<file path="src/rtl/ecap5_dwbm_pkg.sv">
`timescale 1ns/1ps
`default_nettype none
// +--------------------------------------------------------------------------+
// | Module      : ecap5_dwbm_pkg                                             |
// | Description : Shared types and constants for the Wishbone initiator:     |
// |               FSM state encoding and default watchdog timeout.           |
// | Revision    : 1.0 - initial release                                      |
// +--------------------------------------------------------------------------+
package ecap5_dwbm_pkg;

  // Default number of cycles a strobed cycle may wait for an ack.
  localparam int unsigned c_DEFAULT_TIMEOUT_CYCLES = 256;

  typedef enum logic [1:0] {
    ST_IDLE     = 2'd0,
    ST_REQUEST  = 2'd1,
    ST_WAIT_ACK = 2'd2
  } state_e;

endpackage
`default_nettype wire

</file>
<file path="src/rtl/ecap5_dwbm_initiator_if.sv">
`timescale 1ns/1ps
`default_nettype none
// +--------------------------------------------------------------------------+
// | Module      : ecap5_dwbm_initiator_if                                    |
// | Description : Pipelined Wishbone B4 bus bundle (32-bit data, 4 lanes).   |
// |               Signal names follow the initiator's point of view.         |
// |   master : drives adr/dat_o/we/sel/stb/cyc, receives dat_i/ack/stall     |
// |   slave  : the responder's view of the same bundle                       |
// | Revision    : 1.0 - initial release                                      |
// +--------------------------------------------------------------------------+
interface ecap5_dwbm_initiator_if;
  logic [31:0] wb_adr_o;
  logic [31:0] wb_dat_o;
  logic [31:0] wb_dat_i;
  logic        wb_we_o;
  logic [3:0]  wb_sel_o;
  logic        wb_stb_o;
  logic        wb_ack_i;
  logic        wb_cyc_o;
  logic        wb_stall_i;

  modport master (
    output wb_adr_o, wb_dat_o, wb_we_o, wb_sel_o, wb_stb_o, wb_cyc_o,
    input  wb_dat_i, wb_ack_i, wb_stall_i
  );

  modport slave (
    input  wb_adr_o, wb_dat_o, wb_we_o, wb_sel_o, wb_stb_o, wb_cyc_o,
    output wb_dat_i, wb_ack_i, wb_stall_i
  );
endinterface
`default_nettype wire

</file>
<file path="src/rtl/ecap5_dwbm_watchdog.sv">
`timescale 1ns/1ps
`default_nettype none
// +--------------------------------------------------------------------------+
// | Module      : ecap5_dwbm_watchdog                                        |
// | Description : Bus-cycle timeout counter.                                 |
// |   clk_i     : clock                                                      |
// |   rst_i     : asynchronous active-low reset                              |
// |   i_clear   : restart count at 0 (new transaction accepted)              |
// |   i_enable  : count this cycle (transaction outstanding)                 |
// |   o_expired : counter at TIMEOUT_CYCLES-1 while enabled                  |
// | Revision    : 1.0 - initial release                                      |
// +--------------------------------------------------------------------------+
module ecap5_dwbm_watchdog
  import ecap5_dwbm_pkg::*;
#(
  parameter int unsigned TIMEOUT_CYCLES = c_DEFAULT_TIMEOUT_CYCLES
) (
  input  logic clk_i,
  input  logic rst_i,
  input  logic i_clear,
  input  logic i_enable,
  output logic o_expired
);

  localparam int unsigned         c_CNT_W = $clog2(TIMEOUT_CYCLES);
  localparam logic [c_CNT_W-1:0]  c_LAST  = c_CNT_W'(TIMEOUT_CYCLES - 1);

  logic [c_CNT_W-1:0] r_count;

  // Saturates at the last value so the count can never wrap inside one
  // transaction, even if the FSM were to linger.
  always_ff @(posedge clk_i or negedge rst_i) begin
    if (!rst_i) begin
      r_count <= '0;
    end else if (i_clear) begin
      r_count <= '0;
    end else if (i_enable && (r_count != c_LAST)) begin
      r_count <= r_count + c_CNT_W'(1);
    end
  end

  assign o_expired = i_enable && (r_count == c_LAST);

endmodule
`default_nettype wire

</file>
<file path="src/rtl/ecap5_dwbm_initiator.sv">
`timescale 1ns/1ps
`default_nettype none
// +--------------------------------------------------------------------------+
// | Module      : ecap5_dwbm_initiator                                       |
// | Description : Single-outstanding command-to-Wishbone-B4 (pipelined)      |
// |               initiator with ack watchdog.                               |
// |   clk_i, rst_i (async, active-low)                                       |
// |   req_*  : command handshake (valid/ready, we, adr, dat, sel)            |
// |   rsp_*  : one-cycle completion pulse with read data and timeout flag    |
// |   wb     : Wishbone master modport                                       |
// | Revision    : 1.0 - initial release                                      |
// +--------------------------------------------------------------------------+
module ecap5_dwbm_initiator
  import ecap5_dwbm_pkg::*;
#(
  parameter int unsigned TIMEOUT_CYCLES = c_DEFAULT_TIMEOUT_CYCLES
) (
  input  logic                   clk_i,
  input  logic                   rst_i,
  input  logic                   req_valid_i,
  output logic                   req_ready_o,
  input  logic                   req_we_i,
  input  logic [31:0]            req_adr_i,
  input  logic [31:0]            req_dat_i,
  input  logic [3:0]             req_sel_i,
  output logic                   rsp_valid_o,
  output logic [31:0]            rsp_dat_o,
  output logic                   rsp_err_o,
  ecap5_dwbm_initiator_if.master wb
);

  state_e      r_state;
  state_e      w_state_nxt;
  logic        w_accept;
  logic        w_complete;
  logic        w_timeout;
  logic        w_expired;

  logic        r_we;
  logic [31:0] r_adr;
  logic [31:0] r_dat;
  logic [3:0]  r_sel;
  logic        r_rsp_valid;
  logic        r_rsp_err;
  logic [31:0] r_rsp_dat;

  assign req_ready_o = (r_state == ST_IDLE);
  assign w_accept    = req_ready_o && req_valid_i;

  ecap5_dwbm_watchdog #(
    .TIMEOUT_CYCLES (TIMEOUT_CYCLES)
  ) u_watchdog (
    .clk_i     (clk_i),
    .rst_i     (rst_i),
    .i_clear   (w_accept),
    .i_enable  (r_state != ST_IDLE),
    .o_expired (w_expired)
  );

  always_ff @(posedge clk_i or negedge rst_i) begin
    if (!rst_i) begin
      r_state <= ST_IDLE;
    end else begin
      r_state <= w_state_nxt;
    end
  end

  // Ack is tested before expiry so an ack landing on the expiry cycle wins.
  // In REQUEST an ack only counts once the strobe itself is taken (no stall).
  always_comb begin
    w_state_nxt = r_state;
    w_complete  = 1'b0;
    w_timeout   = 1'b0;
    case (r_state)
      ST_IDLE: begin
        if (req_valid_i) w_state_nxt = ST_REQUEST;
      end
      ST_REQUEST: begin
        if (!wb.wb_stall_i && wb.wb_ack_i) begin
          w_complete  = 1'b1;
          w_state_nxt = ST_IDLE;
        end else if (w_expired) begin
          w_timeout   = 1'b1;
          w_state_nxt = ST_IDLE;
        end else if (!wb.wb_stall_i) begin
          w_state_nxt = ST_WAIT_ACK;
        end
      end
      ST_WAIT_ACK: begin
        if (wb.wb_ack_i) begin
          w_complete  = 1'b1;
          w_state_nxt = ST_IDLE;
        end else if (w_expired) begin
          w_timeout   = 1'b1;
          w_state_nxt = ST_IDLE;
        end
      end
      default: w_state_nxt = ST_IDLE;
    endcase
  end

  always_ff @(posedge clk_i or negedge rst_i) begin
    if (!rst_i) begin
      r_we        <= 1'b0;
      r_adr       <= '0;
      r_dat       <= '0;
      r_sel       <= '0;
      r_rsp_valid <= 1'b0;
      r_rsp_err   <= 1'b0;
      r_rsp_dat   <= '0;
    end else begin
      if (w_accept) begin
        r_we  <= req_we_i;
        r_adr <= req_adr_i;
        r_dat <= req_dat_i;
        r_sel <= req_sel_i;
      end
      r_rsp_valid <= w_complete || w_timeout;
      r_rsp_err   <= w_timeout;
      // Read data is captured with the ack; writes and timeouts return zero.
      if (w_complete && !r_we) begin
        r_rsp_dat <= wb.wb_dat_i;
      end else begin
        r_rsp_dat <= '0;
      end
    end
  end

  // cyc/stb decode straight from state so they drop the cycle the FSM
  // returns to IDLE, coincident with the response pulse.
  assign wb.wb_cyc_o = (r_state != ST_IDLE);
  assign wb.wb_stb_o = (r_state == ST_REQUEST);
  assign wb.wb_we_o  = r_we;
  assign wb.wb_adr_o = r_adr;
  assign wb.wb_dat_o = r_dat;
  assign wb.wb_sel_o = r_sel;

  assign rsp_valid_o = r_rsp_valid;
  assign rsp_err_o   = r_rsp_err;
  assign rsp_dat_o   = r_rsp_dat;

endmodule
`default_nettype wire

</file>
<file path="src/flat_wrapper.sv">
// flat-port wrapper written by rule: the top's interface ports become plain ports
module ecap5_dwbm_initiator_flat import ecap5_dwbm_pkg::*;
#(
  parameter int unsigned TIMEOUT_CYCLES = c_DEFAULT_TIMEOUT_CYCLES
)
  (clk_i, rst_i, req_valid_i, req_ready_o, req_we_i, req_adr_i, req_dat_i, req_sel_i, rsp_valid_o, rsp_dat_o, rsp_err_o, wb_wb_adr_o, wb_wb_dat_o, wb_wb_we_o, wb_wb_sel_o, wb_wb_stb_o, wb_wb_cyc_o, wb_wb_dat_i, wb_wb_ack_i, wb_wb_stall_i);
  ecap5_dwbm_initiator_if wb_i ();
  input  logic clk_i;
  input  logic rst_i;
  input  logic req_valid_i;
  output logic req_ready_o;
  input  logic req_we_i;
  input  logic [31:0] req_adr_i;
  input  logic [31:0] req_dat_i;
  input  logic [3:0] req_sel_i;
  output logic rsp_valid_o;
  output logic [31:0] rsp_dat_o;
  output logic rsp_err_o;
  output wire logic [$bits(wb_i.wb_adr_o)-1:0] wb_wb_adr_o;
  output wire logic [$bits(wb_i.wb_dat_o)-1:0] wb_wb_dat_o;
  output wire logic [$bits(wb_i.wb_we_o)-1:0] wb_wb_we_o;
  output wire logic [$bits(wb_i.wb_sel_o)-1:0] wb_wb_sel_o;
  output wire logic [$bits(wb_i.wb_stb_o)-1:0] wb_wb_stb_o;
  output wire logic [$bits(wb_i.wb_cyc_o)-1:0] wb_wb_cyc_o;
  input wire logic [$bits(wb_i.wb_dat_i)-1:0] wb_wb_dat_i;
  input wire logic [$bits(wb_i.wb_ack_i)-1:0] wb_wb_ack_i;
  input wire logic [$bits(wb_i.wb_stall_i)-1:0] wb_wb_stall_i;
  assign wb_wb_adr_o = wb_i.wb_adr_o;
  assign wb_wb_dat_o = wb_i.wb_dat_o;
  assign wb_wb_we_o = wb_i.wb_we_o;
  assign wb_wb_sel_o = wb_i.wb_sel_o;
  assign wb_wb_stb_o = wb_i.wb_stb_o;
  assign wb_wb_cyc_o = wb_i.wb_cyc_o;
  assign wb_i.wb_dat_i = wb_wb_dat_i;
  assign wb_i.wb_ack_i = wb_wb_ack_i;
  assign wb_i.wb_stall_i = wb_wb_stall_i;
  ecap5_dwbm_initiator #(.TIMEOUT_CYCLES(TIMEOUT_CYCLES)) u_core (.clk_i(clk_i), .rst_i(rst_i), .req_valid_i(req_valid_i), .req_ready_o(req_ready_o), .req_we_i(req_we_i), .req_adr_i(req_adr_i), .req_dat_i(req_dat_i), .req_sel_i(req_sel_i), .rsp_valid_o(rsp_valid_o), .rsp_dat_o(rsp_dat_o), .rsp_err_o(rsp_err_o), .wb(wb_i));
endmodule
</file>
<file path="config.mk">
export PLATFORM = sky130hd
export DESIGN_NAME = ecap5_dwbm_initiator_flat
export DESIGN_NICKNAME = d
export VERILOG_FILES = /design/src/rtl/ecap5_dwbm_pkg.sv /design/src/rtl/ecap5_dwbm_initiator_if.sv /design/src/rtl/ecap5_dwbm_watchdog.sv /design/src/rtl/ecap5_dwbm_initiator.sv /design/src/flat_wrapper.sv
export SDC_FILE = /design/constraint.sdc
export NUM_CORES = 1
export LEC_CHECK = 0
export CAP_MARGIN = 10
export CORE_UTILIZATION = 45
export DETAILED_ROUTE_END_ITERATION = 10
export PLACE_DENSITY = 0.85
export SYNTH_ARGS = -nofsm -noshare
export SYNTH_HDL_FRONTEND = slang
export SYNTH_HIERARCHICAL = 1
export SYNTH_SLANG_ARGS = --single-unit
</file>
<file path="constraint.sdc">
create_clock -name clk_i -period 3.55 [get_ports clk_i]
set_input_delay 0.355 -clock clk_i [delete_from_list [all_inputs] [get_ports clk_i]]
set_output_delay 0.355 -clock clk_i [all_outputs]
set_load 0.01 [all_outputs]
</file>
# ---- After elaboration in Yosys (flattened, before gate mapping)
# Index checks and enable logic that the tools add are counted.
dict set report word_totals {
  regBits 113
  in_bits 106
  output_inout_bits 106
  elab_cells 46
}
dict set report op_classes {
  n_addsub 1
  eq_ne 7
  mux 17
  n_reduce_logical 12
}
# operator count
set ops {}
lappend ops {{$mux W32} 1}
lappend ops {{$mux W8} 2}
lappend ops {{$mux W2} 6}
lappend ops {{$add A8 B1 Y8 const B} 1}
lappend ops {{$eq A8 B8 Y1 const B} 1}
lappend ops {{$ne A8 B8 Y1 const B} 1}
lappend ops {{$pmux W2 S3} 1}
lappend ops {{$logic_and A1 B1 Y1} 5}
lappend ops {{$mux W1} 5}
lappend ops {{$ne A4 B2 Y1 const B} 1}
lappend ops {{$pmux W1 S2} 2}
lappend ops {{$reduce_bool A2 Y1} 2}
lappend ops {{$ne A3 B3 Y1 const B} 1}
lappend ops {{$reduce_and A3 Y1} 1}
lappend ops {{$eq A2 B1 Y1 const B} 1}
lappend ops {{$eq A2 B2 Y1 const B} 1}
lappend ops {{$logic_not A1 Y1} 2}
lappend ops {{$logic_not A2 Y1} 1}
lappend ops {{$ne A2 B2 Y1 const B} 1}
lappend ops {{$logic_or A1 B1 Y1} 1}

# ---- Depth between registers and ports, before layout
dict set report logic_depth {
  ltp_word 6
  mapped_depth 8
  mapped_depth_nobuf 7
}

# ---- Cells and area by module
# Netlist, hierarchy kept.
# mod n_inst cells_per_inst area_per_inst_um2 seq_area_each_um2
set by_module_without_submodules {}
lappend by_module_without_submodules {ecap5_dwbm_initiator 1 243 4230.3 2627.5}
lappend by_module_without_submodules {ecap5_dwbm_watchdog 1 50 509.2 200.2}

# ---- Worst setup path after synthesis
# Ideal clock, no wire load.
dict set report synth_path {
  path_kind {reg2reg}
  start {reg u_core.r_state[0]}
  end {reg u_core.u_watchdog.r_count[0]}
  setup_time_ns 0.125
  arrival_ns 1.746
  setup_slack_ns 1.679
  path_stages_with_launch 9
  n_path_buf 3
  period_less_slack_ns 1.871
  cell_sequence {dfrtp_1 > inv_1 > ha_1 > and2_4 > buf_12 > buf_12 > clkbuf_1 > nor2b_1 > mux2_4}
}
dict set report synth_between {
  elab_chain_cells 3
  elab_cells_between_ends 6
}
# item line
set synth_rtl {}
lappend synth_rtl {{from (decl)} ecap5_dwbm_initiator.sv:32} ;# state_e r_state;
lappend synth_rtl {{from (signal assigned)} ecap5_dwbm_initiator.sv:64} ;# r_state <= w_state_nxt;
lappend synth_rtl {{$logic_not A2 Y1 *} ecap5_dwbm_initiator.sv:47} ;# assign req_ready_o = (r_state == ST_IDLE);
lappend synth_rtl {{named net req_ready_o} flat_wrapper.sv:11} ;# output logic req_ready_o;
lappend synth_rtl {{$logic_and A1 B1 Y1 *} ecap5_dwbm_initiator.sv:48} ;# assign w_accept = req_ready_o && req_valid_i;
lappend synth_rtl {{named net u_core.w_accept} ecap5_dwbm_initiator.sv:34} ;# logic w_accept;
lappend synth_rtl {{$mux W8 or $reduce_bool A2 Y1 (tied branches)} n/a}
lappend synth_rtl {{to (signal assigned)} ecap5_dwbm_watchdog.sv:38} ;# r_count <= r_count + c_CNT_W'(1);
lappend synth_rtl {{to (decl)} ecap5_dwbm_watchdog.sv:28} ;# logic [c_CNT_W-1:0] r_count;
# The timed path passes the listed nets; every way through them passes the cells marked *.
# A chain may end at the register's enable or synchronous reset.

# ---- Worst setup path in the final report
dict set report layout_path {
  start {reg u_core.r_state[0]}
  end {out wb_wb_cyc_o}
}
dict set report layout_between {
  elab_chain_cells 1
}
# item line
set layout_rtl {}
lappend layout_rtl {{$reduce_bool A2 Y1} ecap5_dwbm_initiator.sv:131} ;# assign wb.wb_cyc_o = (r_state != ST_IDLE);
lappend layout_rtl {{to (decl)} flat_wrapper.sv:24} ;# output wire logic [$bits(wb_i.wb_cyc_o)-1:0] wb_wb_cyc_o;
# No other way between the ends.

==> metrics.cfg <==
[logic_synthesis]
synth_nets = 405
post_synth_num_cell_types = 39
synthesis.instances = 293
synth_commonest_cells = dfrtp_1, mux2_4, and2_1, buf_12, inv_1
dominant_cells_by_area_after_synthesis = dfrtp_1, mux2_4, and2_1, buf_12, ha_1
synthDominantCellAreaShare_pct = 59.66
synth.ff_latch_count = 113
ys_dominant_reg_cell = dfrtp_1
synth.most_common_cell = dfrtp_1
synth-edff-count = 0
postSynthAreaPerCell_sq_um = 16.18
mappedNetlistArea_sq_mm = 0.004740
synth.largest_area_cell = dfrtp_1
postSynth.asyncResetShare_pct = 100.0
ys_warn_count = 6
ys_seq_area_share_pct = 59.66

[clock_network]
tritoncts_num_sinks = 113
clk_pin_slew_worst_paths_ps = 50
cts_root_buf = clkbuf_8
cts_tree = built
clk-insertion-delay-late_ps = 500
htree_levels = 4
clock_path_buffers = 2
tritoncts.num_buffers = 17
post_cts_resize_count = 0

[route]
route.detailed.drc = 0
antenna_violating_nets_post_route = 0
via_count = 3210
wirelength_um = 11250
routed_wire_length_per_instance_um = 17.02
mean_number_of_vias_per_cell = 4.856
drt_pre_antenna_iters = 4
detailedRoute.firstIterationViolations = 153

[finish]
finalNetCount = 624
finish.utilization_pct = 72.73
final_layout_size_suffix_gt1_share_pct = 21.14
antenna_cells = 0
nFillCells = 688
layout-area-overhead-vs-synth_pct = 57.71

[setup_path]
critical_path_class = reg -> out
setup.worst_path.start_class = register
cp.arrival_ps = 2150
cp_common_cell = inv_1
end_kind = primary output
crit_cells = 4
crit-reg2reg-launch = u_core/r_state[1]
ff2ff_path_depth = 5
cpLargestDelayFamily = buffers and inverters
timing.critical_path.fanout_max = 13
r2r_setup_slack_ps = 1340
crit_required_ps = 3190
worstPathCellList = inv_1 > ha_1 > inv_1 > clkdlybuf4s50_1
cp.buffers_inverters = 3
slowest_delay_ps = 620
critPathSlowestCell = clkdlybuf4s50_1
crit-reg2reg-capture = u_core/wb.wb_sel_o[3]

[global_routing]
via_count_of_the_first_global_routing_pass = 3450
busiest_layer = met2
largest_net_degree_at_the_start_of_global_routing = 65
gr-usage-met3_pct = 6.987
groute.usage.overall_pct = 21.45
grt_first_pass_wirelength_um = 17920
globalRoute.totalOverflow = 0
grt_use_met2_pct = 34.86
globalRouteMet1Util_pct = 26.40
antenna_found_initial = 0

[floorplanning]
die_height_um = 104.6
floorplan.initialDensity_pct = 46.12
num_io_pins = 212
core_sq_mm = 0.01028
floorplan.die_area_sq_mm = 0.01095
die_width_um = 104.6
core.rowCount = 37

[power_and_ir_drop]
combinationalPowerShare_pct = 40.2
power_leakage_nw = 3.366
vdd.ir_drop.worst_mv = 0.4030
netSwitchingFraction_pct = 27.58
switching_power_w = 0.001746
power_frac_seq_pct = 32.4
power.share.clock_pct = 27.4
pwr_density_cell_mw_per_mm2 = 847.0
internal-power_w = 0.004585

[worst_hold_path]
hold_path.class = in -> reg
hold_path_end = u_core/rsp_dat_o[28]
timing.hold.worst.start = wb_wb_dat_i[28]
hold_path_depth = 2

[timing]
layout_min_cycle_time_ps = 2503
maxClockFrequency_mhz = 399.6
rsz0062_at_grt = no
layout_worst_path_cycle_share_pct = 70.50
setup-violations-final = 0
drv_slew = 0
fin_skew_ps = 4.865
tightestPinTransition_ps = 857.9
final-hold-violation-count = 0
setup_tns_final_ps = 0
slew-limit-headroom_pct = 42.75

[place]
globalplace.congestion = 0.7977
hpwlAfterDp_um = 7797
placement.io_buffers = 211

[run]
reported_max_cap_violation_count = 0

[run_status]
run_status = completed

## sequential cells by signal, summed over array words and instances, names as in the netlist
name,flops
u_core/r_state,2
u_core/u_watchdog/r_count,8
u_core/wb.wb_dat_o,32
u_core/wb.wb_adr_o,32
u_core/rsp_valid_o,1
u_core/wb.wb_we_o,1
u_core/wb.wb_sel_o,4
u_core/rsp_err_o,1
u_core/rsp_dat_o,32
## metal layers
layer,wire length [um],vias up
li1,-,1439
met1,4644,1594
met2,5610,158
met3,810,19
met4,184,0
met5,0,-
## area by class of cell
type	count	area [sq um]	area share, %
clock buffer	22	452.9	6.060
clock inverter	10	157.7	2.109
inverter	8	30.03	0.4017
multi-input combinational	157	1669	22.33
sequential	113	2828	37.83
tap	136	170.2	2.277
timing repair buffer	215	2167	28.99
## what timing repair did
action	in CTS	in global routing
setup buffers	0	0
hold endpoints to repair	49	0
hold buffers	1	0
## per-stage QoR
step | hold WS, ps | std cells | total power [W] | setup WS [ps] | cell area [sq um]
after floorplan | 59.41 | 293 | 0.003446 | 1679 | 4740
after global placement | 419.6 | 628 | 0.004516 | 1235 | 6854
after detailed placement | 429.2 | 628 | 0.004595 | 1200 | 6854
after CTS | 376.6 | 661 | 0.006392 | 1021 | 7475
after global routing | 380.0 | 661 | 0.006614 | 890.5 | 7475
final | 401.3 | 661 | 0.006331 | 1047 | 7475
## cells in the final DEF, fill, tap and decap left out, types with 2 or more instances in the layout
master           instances
clkbuf_8                 3
and4_1                   2
mux2_4                  71
buf_4                    2
and2_1                  32
nor3_1                   3
ha_1                     6
nor2_1                   3
a21oi_1                  3
clkdlybuf4s50_1        210
buf_12                   2
inv_1                    8
dfrtp_1                113
nand3_1                  4
bufinv_16                4
nand2b_1                 3
nand2_1                  3
clkinv_2                 4
o21ai_0                  2
clkbuf_16               16
clkbuf_1                 3
nor2b_1                  4
clkinv_4                 2
## power groups by stage
stage | Sequential, W | Clock [W] | Combinational [W]
final | 0.00205 | 0.00174 | 0.00254
after global routing | 0.00211 | 0.00183 | 0.00268
after CTS | 0.00206 | 0.00177 | 0.00256
after detailed placement | 0.00206 | 0 | 0.00254
after global placement | 0.00204 | 0 | 0.00247
after floorplan | 0.00223 | 0 | 0.00122
## worst max-delay path by stage
stage / start / endpoint / slack [ps]
final: u_core/r_state[0] / wb_wb_cyc_o / 1050
after global routing: u_core/r_state[0] / wb_wb_cyc_o / 890
after CTS: u_core/r_state[0] / wb_wb_cyc_o / 1020
after detailed placement: req_valid_i / u_core/wb.wb_dat_o[0] / 1200
after global placement: req_valid_i / u_core/wb.wb_dat_o[24] / 1240
after floorplan: u_core/r_state[0] / u_core/u_watchdog/r_count[0] / 1680
## cell families (layout without fill, tap and decap cells)
| kind of cell | Yosys count | after routing | share of synthesized area, % |
|---|---|---|---|
| compound gates | 16 | 16 | 2.746 |
| fa+ha+maj | 6 | 6 | 1.584 |
| buf+inv | 23 | 255 | 5.121 |
| flops | 113 | 113 | 59.66 |
| mux | 73 | 73 | 22.94 |
| simple gates | 62 | 62 | 7.947 |
(Power assumes the default switching activity.)
==> edit (same flow settings) <==
`c_DEFAULT_TIMEOUT_CYCLES`: 256 -> 512.
--- a/src/rtl/ecap5_dwbm_pkg.sv
+++ b/src/rtl/ecap5_dwbm_pkg.sv
@@ -11,3 +11,3 @@
   // Default number of cycles a strobed cycle may wait for an ack.
-  localparam int unsigned c_DEFAULT_TIMEOUT_CYCLES = 256;
+  localparam int unsigned c_DEFAULT_TIMEOUT_CYCLES = 512;
 
Function: no difference found for any inputs over 10 cycles, from zero or initial values and one cycle with rst_i low; that may be too few to reach the edited logic, so the function may still have changed.
==> edit against the original RTL <==
Cell area grew 0.17%. Global-route usage rose by 0.66 points. Sequential share of layout area grew 0.27 points. Sequential cell count grew 1. Critical endpoint unchanged. Sequential power is essentially flat. Area after synthesis decreased by 0.69%. Wire length rose by 3.9%. Cell count stayed put. Highest routed layer unchanged. Largest power group unchanged. Setup slack better by 0.079 ns. Power fell by 0.27%.
==> edit: results (changes against the original RTL) <==
final core utilization: 75.2% (was 72.7%)
Seq area share: 38.1% (was 37.8%)
RD Place Congestion: 0.724 (was 0.798)
GRT Overall Usage: 22.1% (was 21.4%)
most frequent cells after synthesis: dfrtp_1 (114), mux2_4 (69), and2_1 (33) (was dfrtp_1 (113), mux2_4 (71), and2_1 (32))
number of clock buffers in the layout: 17 (was 22)
pre-CTS setup slack: 1.43 ns (was 1.20 ns)
clock network area share: 8.05% (was 8.17%)
multi-input combinational area share: 22.0% (was 22.3%)
Max IR drop VDD: 0.000516 V (was 0.000403 V)
outcome: complete, no violations (unchanged)
HP Class: in2async (was in2reg)
worst-margin pin slew: 0.909 ns (was 0.858 ns)
R2R cell count: 6 (was 5)
dpl cell area: 6850 µm² (about the same)
Seq/Total Area, Yosys: 60.6% (was 59.7%)
Leak Pwr: 0.00337 µW (about the same)
Reg area: 2850 µm² (was 2830 µm²)
multi-input combinational gate total: 159 (was 157)
Non-clock buffer share: 29.2% (was 29.0%)
hold slack: 0.386 ns (was 0.401 ns)
Mapped Cells: 292 (was 293)
critical path arrival: 2.07 ns (was 2.15 ns)
Post-Route Skew: 0.00614 ns (was 0.00486 ns)
r2r setup slk: 1.48 ns (was 1.34 ns)
WL per Instance: 17.7 µm (was 17.0 µm)
vias per inst: 4.79 (was 4.86)
vias in the first global route: 3,509 (was 3,450)
post-DP HPWL: 8120 µm (was 7800 µm)
R2R Path End: u_core/rsp_dat_o[3]$_DFF_PN0_ (was u_core/wb.wb_sel_o[3]$_DFFE_PN0P_)
via count: 3,165 (was 3,210)
largest net degree at the start of global routing: 91 (was 65)
Inverters excl. clock: 7 (was 8)
[edit: logic make-up after synthesis]
logic type / count (synthesis) / synth area share [%]
flip-flops: 114 / 60.6
multiplexers: 70 / 22.2
AND/OR/NAND/NOR: 62 / 8.08
buffers and inverters: 19 / 4.36
AO/OA/AOI/OAI: 18 / 2.47
adder cells (fa/ha/maj): 7 / 1.86
XOR/XNOR: 2 / 0.372
[edit: per-layer routing]
layer	global-route usage [%]	part of all wire [%]	wire [µm]	up-vias
li1	-	-	-	1435
met1	24.9	39	4550	1578
met2	40.0	54	6260	135
met3	6.02	5.9	685	17
met4	7.55	1.7	194	0
met5	0	0	0	-
[edit: critical path, stage by stage, from the launching register on]
cell and delay, ns:
dfrtp_1 0.39, inv_1 0.10, ha_1 0.23, inv_1 0.25
clkdlybuf4s50_1 0.61
